## config.mk

```make
export PLATFORM = sky130hd
export DESIGN_NAME = lsm_sequencer
export DESIGN_NICKNAME = d
export VERILOG_FILES = /design/src/rtl/lsm_sequencer.sv
export SDC_FILE = /design/constraint.sdc
export NUM_CORES = 1
export LEC_CHECK = 0
export ABC_AREA = 1
export CAP_MARGIN = 5
export CORE_MARGIN = 3
export CORE_UTILIZATION = 36
export CTS_CLUSTER_DIAMETER = 120
export CTS_CLUSTER_SIZE = 14
export DETAILED_ROUTE_END_ITERATION = 6
export PLACE_DENSITY = 0.78
export SLEW_MARGIN = 20
export SYNTH_ARGS = -nofsm -noshare
export SYNTH_HDL_FRONTEND = slang
export SYNTH_SLANG_ARGS = --single-unit
```

## constraint.sdc

```tcl
create_clock -name clk -period 3.5 [get_ports clk]
set_input_delay 0.7 -clock clk [delete_from_list [all_inputs] [get_ports clk]]
set_output_delay 0.7 -clock clk [all_outputs]
set_load 0.02 [all_outputs]
```

## src/rtl/lsm_sequencer.sv

```systemverilog
// lsm_sequencer: load/store-multiple sequencer moving one register per cycle
// between the register file and byte-addressed word memory.
// Optional LSM_WRITEBACK_EN: in DONE, write base_addr+2N back to register base_idx.
// Ports: clk/rst (sync active-high); start, is_store, base_addr, reg_mask, base_idx request;
// busy/done status; mem_rd_* / mem_wr_* data memory; rf_rd_* / rf_wr_* register file.
module lsm_sequencer (
  input  logic        clk,
  input  logic        rst,
  input  logic        start,
  input  logic        is_store,
  input  logic [15:0] base_addr,
  input  logic [7:0]  reg_mask,
  input  logic [2:0]  base_idx,
  output logic        busy,
  output logic        done,
  output logic [15:0] mem_rd_add,
  input  logic [15:0] mem_rd_data,
  output logic        mem_wr_en,
  output logic [15:0] mem_wr_add,
  output logic [15:0] mem_wr_data,
  output logic [2:0]  rf_rd_idx,
  input  logic [15:0] rf_rd_data,
  output logic        rf_wr_en,
  output logic [2:0]  rf_wr_idx,
  output logic [15:0] rf_wr_data
);
  typedef enum logic [1:0] {IDLE, RUN, DONE} state_t;
  state_t state, state_nx;
  logic        st;
  logic [15:0] addr;
  logic [7:0]  mask;
  logic [2:0]  idx;
`ifdef LSM_WRITEBACK_EN
  logic [2:0]  bidx;
  always_ff @(posedge clk)
    if (rst) bidx <= '0;
    else if (state == IDLE && start) bidx <= base_idx;
`else
  logic unused_base_idx;
  assign unused_base_idx = ^base_idx;
`endif
  always_ff @(posedge clk) begin
    if (rst) begin
      state <= IDLE;
      st    <= 1'b0;
      addr  <= '0;
      mask  <= '0;
    end else begin
      state <= state_nx;
      if (state == IDLE && start) begin
        st   <= is_store;
        addr <= base_addr;
        mask <= reg_mask;
      end else if (state == RUN) begin
        mask <= mask & (mask - 8'd1);
        addr <= addr + 16'd2;
      end
    end
  end
  always_comb begin
    idx = '0;
    for (int k = 7; k >= 0; k--)
      if (mask[k]) idx = k[2:0];
  end
  // Clearing the lowest set bit leaves zero exactly when this is the last transfer.
  always_comb begin
    state_nx = state;
    case (state)
      IDLE:    state_nx = start ? ((reg_mask != 8'd0) ? RUN : DONE) : IDLE;
      RUN:     state_nx = ((mask & (mask - 8'd1)) == 8'd0) ? DONE : RUN;
      default: state_nx = IDLE;
    endcase
  end
  // In DONE, addr has advanced past every transfer, so it equals base_addr + 2N.
  always_comb begin
    busy        = state != IDLE;
    done        = state == DONE;
    mem_rd_add  = '0;
    mem_wr_en   = 1'b0;
    mem_wr_add  = '0;
    mem_wr_data = '0;
    rf_rd_idx   = '0;
    rf_wr_en    = 1'b0;
    rf_wr_idx   = '0;
    rf_wr_data  = '0;
    if (!rst && state == RUN && st) begin
      rf_rd_idx   = idx;
      mem_wr_en   = 1'b1;
      mem_wr_add  = addr;
      mem_wr_data = rf_rd_data;
    end else if (!rst && state == RUN) begin
      mem_rd_add = addr;
      rf_wr_en   = 1'b1;
      rf_wr_idx  = idx;
      rf_wr_data = mem_rd_data;
    end
`ifdef LSM_WRITEBACK_EN
    else if (!rst && state == DONE) begin
      rf_wr_en   = 1'b1;
      rf_wr_idx  = bidx;
      rf_wr_data = addr;
    end
`endif
  end
endmodule
```

==> results.md, run 1 <==
- Average wire per standard cell: between 10 and 15 microns
- Setup clock skew after layout: approximately 0.0065 ns
- Number of distinct library cell variants in the gate-level netlist after synthesis: 29
- Count of vias placed by the detailed router: about 2800
- Initial detailed-routing violation count: 185
- Part of the power in the clock network: roughly a fifth
- WHS Path Cells: 2
- Sequential cell area fraction in the yosys report: between 20% and 30%
- Number of warnings reported in the yosys synthesis log: 0
- Die span in y: between 80 and 90 microns
- Total clock sinks: 27
- FF+latch count, synth: 27
- Combined buffer and inverter count along the critical path: 4
- Slowest cell on the critical path: sky130_fd_sc_hd__clkdlybuf4s50_1
- Net Count, Synth: about 440
- Max Slew Vio Count: 0
- Leading cell types by total area after synthesis: sky130_fd_sc_hd__dfxtp_1, sky130_fd_sc_hd__nand2_1, sky130_fd_sc_hd__nor2_1
- Worst Reg-to-Reg Cells: 7
- F_max: roughly 310 MHz
- Top library cells by usage in the layout, fill and taps aside: sky130_fd_sc_hd__clkdlybuf4s50_1, sky130_fd_sc_hd__nand2_1, sky130_fd_sc_hd__nor2_1, sky130_fd_sc_hd__inv_1, sky130_fd_sc_hd__dfxtp_1
- Avg Vias per Cell: just under 5
- Total routing usage reported by global routing: between 20% and 30%
- Total core area: around 0.006 sq mm
- Via count of the first global-routing pass: 2532
- GRT overflow: 0
- WP data required: 2.80 ns
- Net Sw Frac: a little under two fifths
- Reported leakage power: 0.00142 uW
- Most area-hungry cell type in the Yosys netlist: sky130_fd_sc_hd__dfxtp_1
- Hold worst-path end: addr[15]$_SDFFE_PP0N_
- Number of buffers created by CTS: 3
- Setup repair after global routing missed its margin: no
- Seq pwr share: about two fifths
- Antenna fix cells: 0
- Worst ir drop on vdd: around 240 uV
- Max-cap check violation count: 0
- Endpoint of the lowest-slack register-to-register path: mask[1]$_SDFFE_PP0N_
- Startpoint-to-endpoint class of the critical path: in2out
- Initial Utilization: 37.7%
- Area added between synthesis and finish: 61.4%
- Gate Count Post-Synth: 380
- Crit path max-delay family: buffers and inverters
- Sum of net half-perimeters after detailed placement: 5.94 mm
- Hold path startpoint: addr[15]$_SDFFE_PP0N_
- Share of post-route cells with drive strength above 1: roughly 10%
- Signal arrival time at the worst endpoint: approximately 2.6 ns
- Leading cell type in the layout, fill and taps excluded: sky130_fd_sc_hd__clkdlybuf4s50_1
- Switching power: 351 uW
- Hold_buf cts: 0
- Path category of the worst min-delay check: reg2reg
- Final-layout worst hold slack: approximately 0.49 ns
- Transition time at the pin with the least slew margin: 0.518 ns
- Beginning of the worst register-to-register path: state[0]$_SDFF_PP0_
- Cell internal pwr: slightly below 600 uW
- Die outline area: about 0.0073 sq mm
- Number of endpoints failing setup at the final stage: 0
- WL final: roughly 7.6 mm
- Number of hold violations in the final report: 0
- Share of the cycle needed by the critical path after routing: just over 90%
- Row cnt: 28
- Die boundary width: 85.5 microns
- RD Place Congestion: between 0.8 and 0.9
- Status: finished, final reports clean
- CP endpoint kind: output port
- CTS tree: yes
- Highest net fanout along the worst path: 35
- Area share of the largest cell type after synthesis: around a quarter
- DR DRC count: 0
- Total power per unit cell area: 254 mW/mm^2
- Part of the total power dissipated in combinational logic: around 40%
- Number of antenna violations at the first check in global routing: 0
- Mean area per synthesized cell: around 6.0 sq um
- Mapped cell area: approximately 0.0023 sq mm
- Root buffer cell: sky130_fd_sc_hd__clkbuf_8
- Crit-path max cell delay: approximately 0.61 ns
- Critical Path, Cell by Cell: clkdlybuf4s50_1 -> nor2_8 -> inv_4 -> nor2_8 -> inv_6 -> nor2_1 -> clkdlybuf4s50_1
- Setup tns final: 0 ns
- Clk Latency, worst-skew pair: ~0.28 ns
- # port buffers: between 100 and 150
- Clock transition at the registers of the reported paths: around 0.090 ns
- Critical path startpoint category: primary input
- Worst reg-to-reg setup slack: between 1.5 and 2 ns
- Number of H-tree levels: 1
- Ports placed on the boundary: 137
- Minimum clock period after layout: about 3.3 ns
- Count of TritonRoute iterations in the first routing pass: 4
- Global-route wire length before repair: roughly 12 mm
- Count of antenna-violating nets left after detailed routing: 0
- Pin count of the biggest net entering global routing: 36
- Relative slew slack: approximately 65%
- Maximum clock path buffer count: 2
- Net count of the finished layout: 570
- Logic depth of the worst setup path including buffers: 7
## tightest hold or removal path, cell delays in order, from the launching register on
cell,delay (ns)
sky130_fd_sc_hd__dfxtp_1,0.33
sky130_fd_sc_hd__nand2_1,0.07
sky130_fd_sc_hd__a21oi_1,0.06
## how the worst max path moves through the flow
stage	start	to	slack, ns
floorplan	rst	mem_rd_add[10]	0.98
global placement	rst	rf_rd_idx[0]	0.09
detailed placement	rst	rf_rd_idx[0]	0.05
CTS	rst	rf_rd_idx[0]	0.04
global route	rst	rf_rd_idx[0]	0.14
finish	rst	rf_rd_idx[0]	0.22
## state kept, by name, indices dropped and copies added (netlist names)
signal  count
state       2
mask        8
st          1
addr       16
## synth_stat cells
| master | number |
|---|---|
| sky130_fd_sc_hd__nor2_1 | 79 |
| sky130_fd_sc_hd__inv_4 | 2 |
| sky130_fd_sc_hd__nand2_4 | 2 |
| sky130_fd_sc_hd__inv_2 | 4 |
| sky130_fd_sc_hd__nor2_2 | 22 |
| sky130_fd_sc_hd__o21a_1 | 1 |
| sky130_fd_sc_hd__dfxtp_1 | 27 |
| sky130_fd_sc_hd__nor2_4 | 11 |
| sky130_fd_sc_hd__buf_6 | 4 |
| sky130_fd_sc_hd__buf_4 | 1 |
| sky130_fd_sc_hd__a211oi_1 | 2 |
| sky130_fd_sc_hd__nand3_1 | 25 |
| sky130_fd_sc_hd__o21bai_1 | 2 |
| sky130_fd_sc_hd__a31oi_1 | 6 |
| sky130_fd_sc_hd__nand4_1 | 2 |
| sky130_fd_sc_hd__nand2_1 | 88 |
| sky130_fd_sc_hd__ha_1 | 1 |
| sky130_fd_sc_hd__nor3_1 | 5 |
| sky130_fd_sc_hd__a311oi_1 | 1 |
| sky130_fd_sc_hd__inv_1 | 45 |
| sky130_fd_sc_hd__o221ai_1 | 3 |
| sky130_fd_sc_hd__o21ai_0 | 11 |
| sky130_fd_sc_hd__o211ai_1 | 5 |
| sky130_fd_sc_hd__buf_2 | 7 |
| sky130_fd_sc_hd__a21oi_1 | 17 |
| sky130_fd_sc_hd__o31ai_1 | 1 |
| sky130_fd_sc_hd__nand3_4 | 1 |
| sky130_fd_sc_hd__nor2_8 | 2 |
| sky130_fd_sc_hd__clkbuf_1 | 3 |
## cell type report
cell class	instances	area, sq um
inverter	51	199
clock buffer	3	41.3
tap	75	93.8
sequential	27	541
fill	581	2350
multi-input combinational	287	1440
clock inverter	1	5.00
timing repair buffer	136	1350
## through the flow
step                setup slack, ns  cell area [sq um]  cells  utilization (%)  total power (uW)
floorplan                     0.983               2270    380                -               606
global placement             0.0939               3620    576             60.1               745
detailed placement           0.0510               3620    576             60.1               752
CTS                          0.0411               3670    580             60.9               936
global route                  0.143               3670    580             60.9               996
finish                        0.224               3670    580             60.9               932
## power by group through the flow
stage                     sequential [uW]  combinational (uW)  clock [uW]
after floorplan                       371                 234           0
after CTS                             373                 375         189
after global routing                  377                 416         203
final                                 373                 374         185
after detailed placement              380                 372           0
after global placement                379                 366           0
## cell families (layout without fill, tap and decap cells)
| kind of cell | Yosys count | count (layout) | share of synthesized area [%] |
|---|---|---|---|
| simple gates | 237 | 237 | 49.7 |
| fa+ha+maj | 1 | 1 | 0.550 |
| compound gates | 49 | 49 | 13.0 |
| flops | 27 | 27 | 23.8 |
| buf+inv | 66 | 191 | 13.0 |
## what timing repair did
item / CTS / global route
setup endpoints to repair: 0 / 1
gates resized for setup: 0 / 1
buffers inserted: 0 / 0
hold endpoints to repair: 0 / 0
## per-layer routing
layer / vias to the layer above / GRT usage (%) / share of wire [%]
li1: 1441 / - / -
met1: 1237 / 25.2 / 41
met2: 103 / 35.6 / 49
met3: 8 / 5.00 / 8.4
met4: 0 / 4.46 / 1.1
met5: - / 0 / 0
(Power assumes the default switching activity.)
==> run 2: changes to the inputs <==
Settings changed: CORE_UTILIZATION 36 to 30, PLACE_DENSITY 0.78 to 0.67.
==> run 2 against run 1 <==
  * Combinational power hardly changed
  * Power is 0.88% higher
  * Sequential share of layout area is 0.12 points lower
  * Global-route usage is 3.1 points lower
  * First-iteration DRC count is 38% lower
  * Worst setup slack worse by 0.12 ns
  * Sequential power hardly changed
  * Routed wire length is 1.4% higher
  * Hold slack worse by 0.0024 ns
  * Clock skew is 0.0040 ns higher
  * Register-to-register slack worse by 0.03 ns
==> results.md, run 2 (synthesized netlist as in run 1, its figures left out) <==
- Net count of the finished layout: 570 (unchanged)
- GRT overflow: 0 (unchanged)
- Die outline area: 0.00866 sq mm (+19%)
- Beginning of the worst register-to-register path: state[0]$_SDFF_PP0_
- Switching power: 358 uW (+2.0%)
- Startpoint-to-endpoint class of the critical path: in2out
- Row cnt: 31 (+11%)
- Initial detailed-routing violation count: 115 (-38%)
- Root buffer cell: sky130_fd_sc_hd__clkbuf_8
- Worst ir drop on vdd: 157 uV (-34%)
- Number of buffers created by CTS: 3 (unchanged)
- Number of endpoints failing setup at the final stage: 0 (unchanged)
- Leading cell type in the layout, fill and taps excluded: sky130_fd_sc_hd__clkdlybuf4s50_1
- Hold path startpoint: addr[15]$_SDFFE_PP0N_
- Area added between synthesis and finish: 62.8%
- Average wire per standard cell: 12.8 microns (-2.6%)
- Maximum clock path buffer count: 2 (unchanged)
- Seq pwr share: 39.7% (-0.4 points)
- Die span in y: 93.1 microns (+8.9%)
- Total power per unit cell area: 254 mW/mm^2 (about the same)
- Number of gates resized after cts: 0 (unchanged)
- CP endpoint kind: output port
- Max FFs per register: 16 (unchanged)
- Part of the total power dissipated in combinational logic: 39.9% (-0.2 points)
- RD Place Congestion: 0.835 (-0.89%)
- Count of antenna-violating nets left after detailed routing: 0 (unchanged)
- Critical path launch point: rst
- Worst Slack Setup Final: 0.103 ns (-0.121 ns)
- Number of H-tree levels: 1 (unchanged)
- Ports placed on the boundary: 137 (unchanged)
- Setup clock skew after layout: 0.0105 ns (+0.00396 ns)
- Clk Latency, worst-skew pair: 0.28 ns (about the same)
- Share of post-route cells with drive strength above 1: 10.1% (unchanged)
- Avg Vias per Cell: 4.66 (-3.1%)
- Reported leakage power: 0.00141 uW (-0.35%)
- Highest net fanout along the worst path: 35 (unchanged)
- Pin count of the biggest net entering global routing: 36 (unchanged)
- Post-CTS setup buffers: 0 (unchanged)
- Net Sw Frac: 38.1% (+0.42 points)
- Register with the highest flop count: addr
- Cell internal pwr: 582 uW (+0.21%)
- Top Registers: addr: 16 flops, mask: 8 flops, state: 2 flops
- Max-cap check violation count: 0 (unchanged)
- WP data required: 2.80 ns (about the same)
- Global-route wire length before repair: 12.2 mm (about the same)
- Critical path startpoint category: primary input
- Setup tns final: 0 ns (unchanged)
- Initial Utilization: 31.2% (-6.6 points)
- # port buffers: 133 (unchanged)
- Status: finished, final reports clean
- Top library cells by usage in the layout, fill and taps aside: sky130_fd_sc_hd__clkdlybuf4s50_1, sky130_fd_sc_hd__nand2_1, sky130_fd_sc_hd__nor2_1, sky130_fd_sc_hd__inv_1, sky130_fd_sc_hd__dfxtp_1
- Minimum clock period after layout: 3.40 ns (+0.121 ns)
- Total clock sinks: 27 (unchanged)
- WL final: 7.72 mm (+1.4%)
- Via count of the first global-routing pass: 2646 (+4.5%)
- F_max: 294 MHz (-3.6%)
- Total routing usage reported by global routing: 17.3% (-3.1 points)
- Path category of the worst min-delay check: reg2reg
- Antenna fix cells: 0 (unchanged)
- Hold_buf cts: 0 (unchanged)
- Pre-CTS setup slack: 0.0779 ns (+0.0269 ns)
- Share of the cycle needed by the critical path after routing: 97.0% (+3.5 points)
- Count of TritonRoute iterations in the first routing pass: 4 (unchanged)
- DR DRC count: 0 (unchanged)
- Part of the power in the clock network: 20.5% (+0.7 points)
- Count of vias placed by the detailed router: 2814 (+0.90%)
- Number of hold violations in the final report: 0 (unchanged)
- Signal arrival time at the worst endpoint: 2.70 ns (+0.12 ns)
- Total core area: 0.00729 sq mm (+21%)
- Die boundary width: 93.1 microns (+8.9%)
- Relative slew slack: 57.4% (-8.0 points)
- Max Slew Vio Count: 0 (unchanged)
- Number of antenna violations at the first check in global routing: 0 (unchanged)
- Clock transition at the registers of the reported paths: 0.11 ns (+0.02 ns)
- Transition time at the pin with the least slew margin: 0.639 ns (+0.121 ns)
- CTS tree: yes
- Setup repair after global routing missed its margin: no
- Sum of net half-perimeters after detailed placement: 6.08 mm (+2.4%)
-- run 2: per-layer routing --
metal  track usage (%)  up-vias  wire length [microns]
li1                  -     1438                      -
met1              20.9     1256                   3200
met2              30.7      112                   3670
met3              3.86        8                    768
met4              4.52        0                     85
met5                 0        -                      0
-- run 2: worst max-delay path: stages --
cell                              delay (ns)
sky130_fd_sc_hd__clkdlybuf4s50_1        0.58
sky130_fd_sc_hd__nor2_8                 0.08
sky130_fd_sc_hd__inv_4                  0.09
sky130_fd_sc_hd__nor2_8                 0.04
sky130_fd_sc_hd__inv_4                  0.47
sky130_fd_sc_hd__nor2_1                 0.14
sky130_fd_sc_hd__clkdlybuf4s50_1        0.58
-- run 2: power by group through the flow --
stage / Clock (uW) / Sequential [uW] / Combinational [uW]
2_1_floorplan: 0 / 371 / 234
3_3_place_gp: 0 / 379 / 370
3_5_place_dp: 0 / 380 / 376
4_1_cts: 196 / 373 / 377
5_1_grt: 213 / 379 / 415
6_report: 192 / 373 / 375
-- run 2: final timing paths --
check / cells after the start / end / slack [ns]
setup / recovery: 7 / rf_rd_idx[0] / 0.10
hold / removal: 2 / addr[15]$_SDFFE_PP0N_ / 0.49
setup reg to reg: 5 / addr[11]$_SDFFE_PP0N_ / 1.90
hold reg to reg: 2 / addr[15]$_SDFFE_PP0N_ / 0.49
-- run 2: layout make-up --
type	instances	area (sq um)
fillers	750	3590
multi-input cells	287	1440
repair buffers	136	1350
flip-flops and latches	27	541
inverters	51	196
well taps	99	124
clock buffers	3	41.3
clock inverters	1	7.51
-- run 2: per-stage QoR --
stage | cell area, sq um | hold WS, ns | utilization [%] | total power [uW] | cells
3_3_place_gp | 3650 | 0.470 | 50.1 | 749 | 600
4_1_cts | 3700 | 0.493 | 50.8 | 946 | 604
3_5_place_dp | 3650 | 0.476 | 50.1 | 756 | 600
5_1_grt | 3700 | 0.533 | 50.8 | 1010 | 604
2_1_floorplan | 2270 | 0.457 | - | 606 | 380
6_report | 3700 | 0.491 | 50.8 | 940 | 604
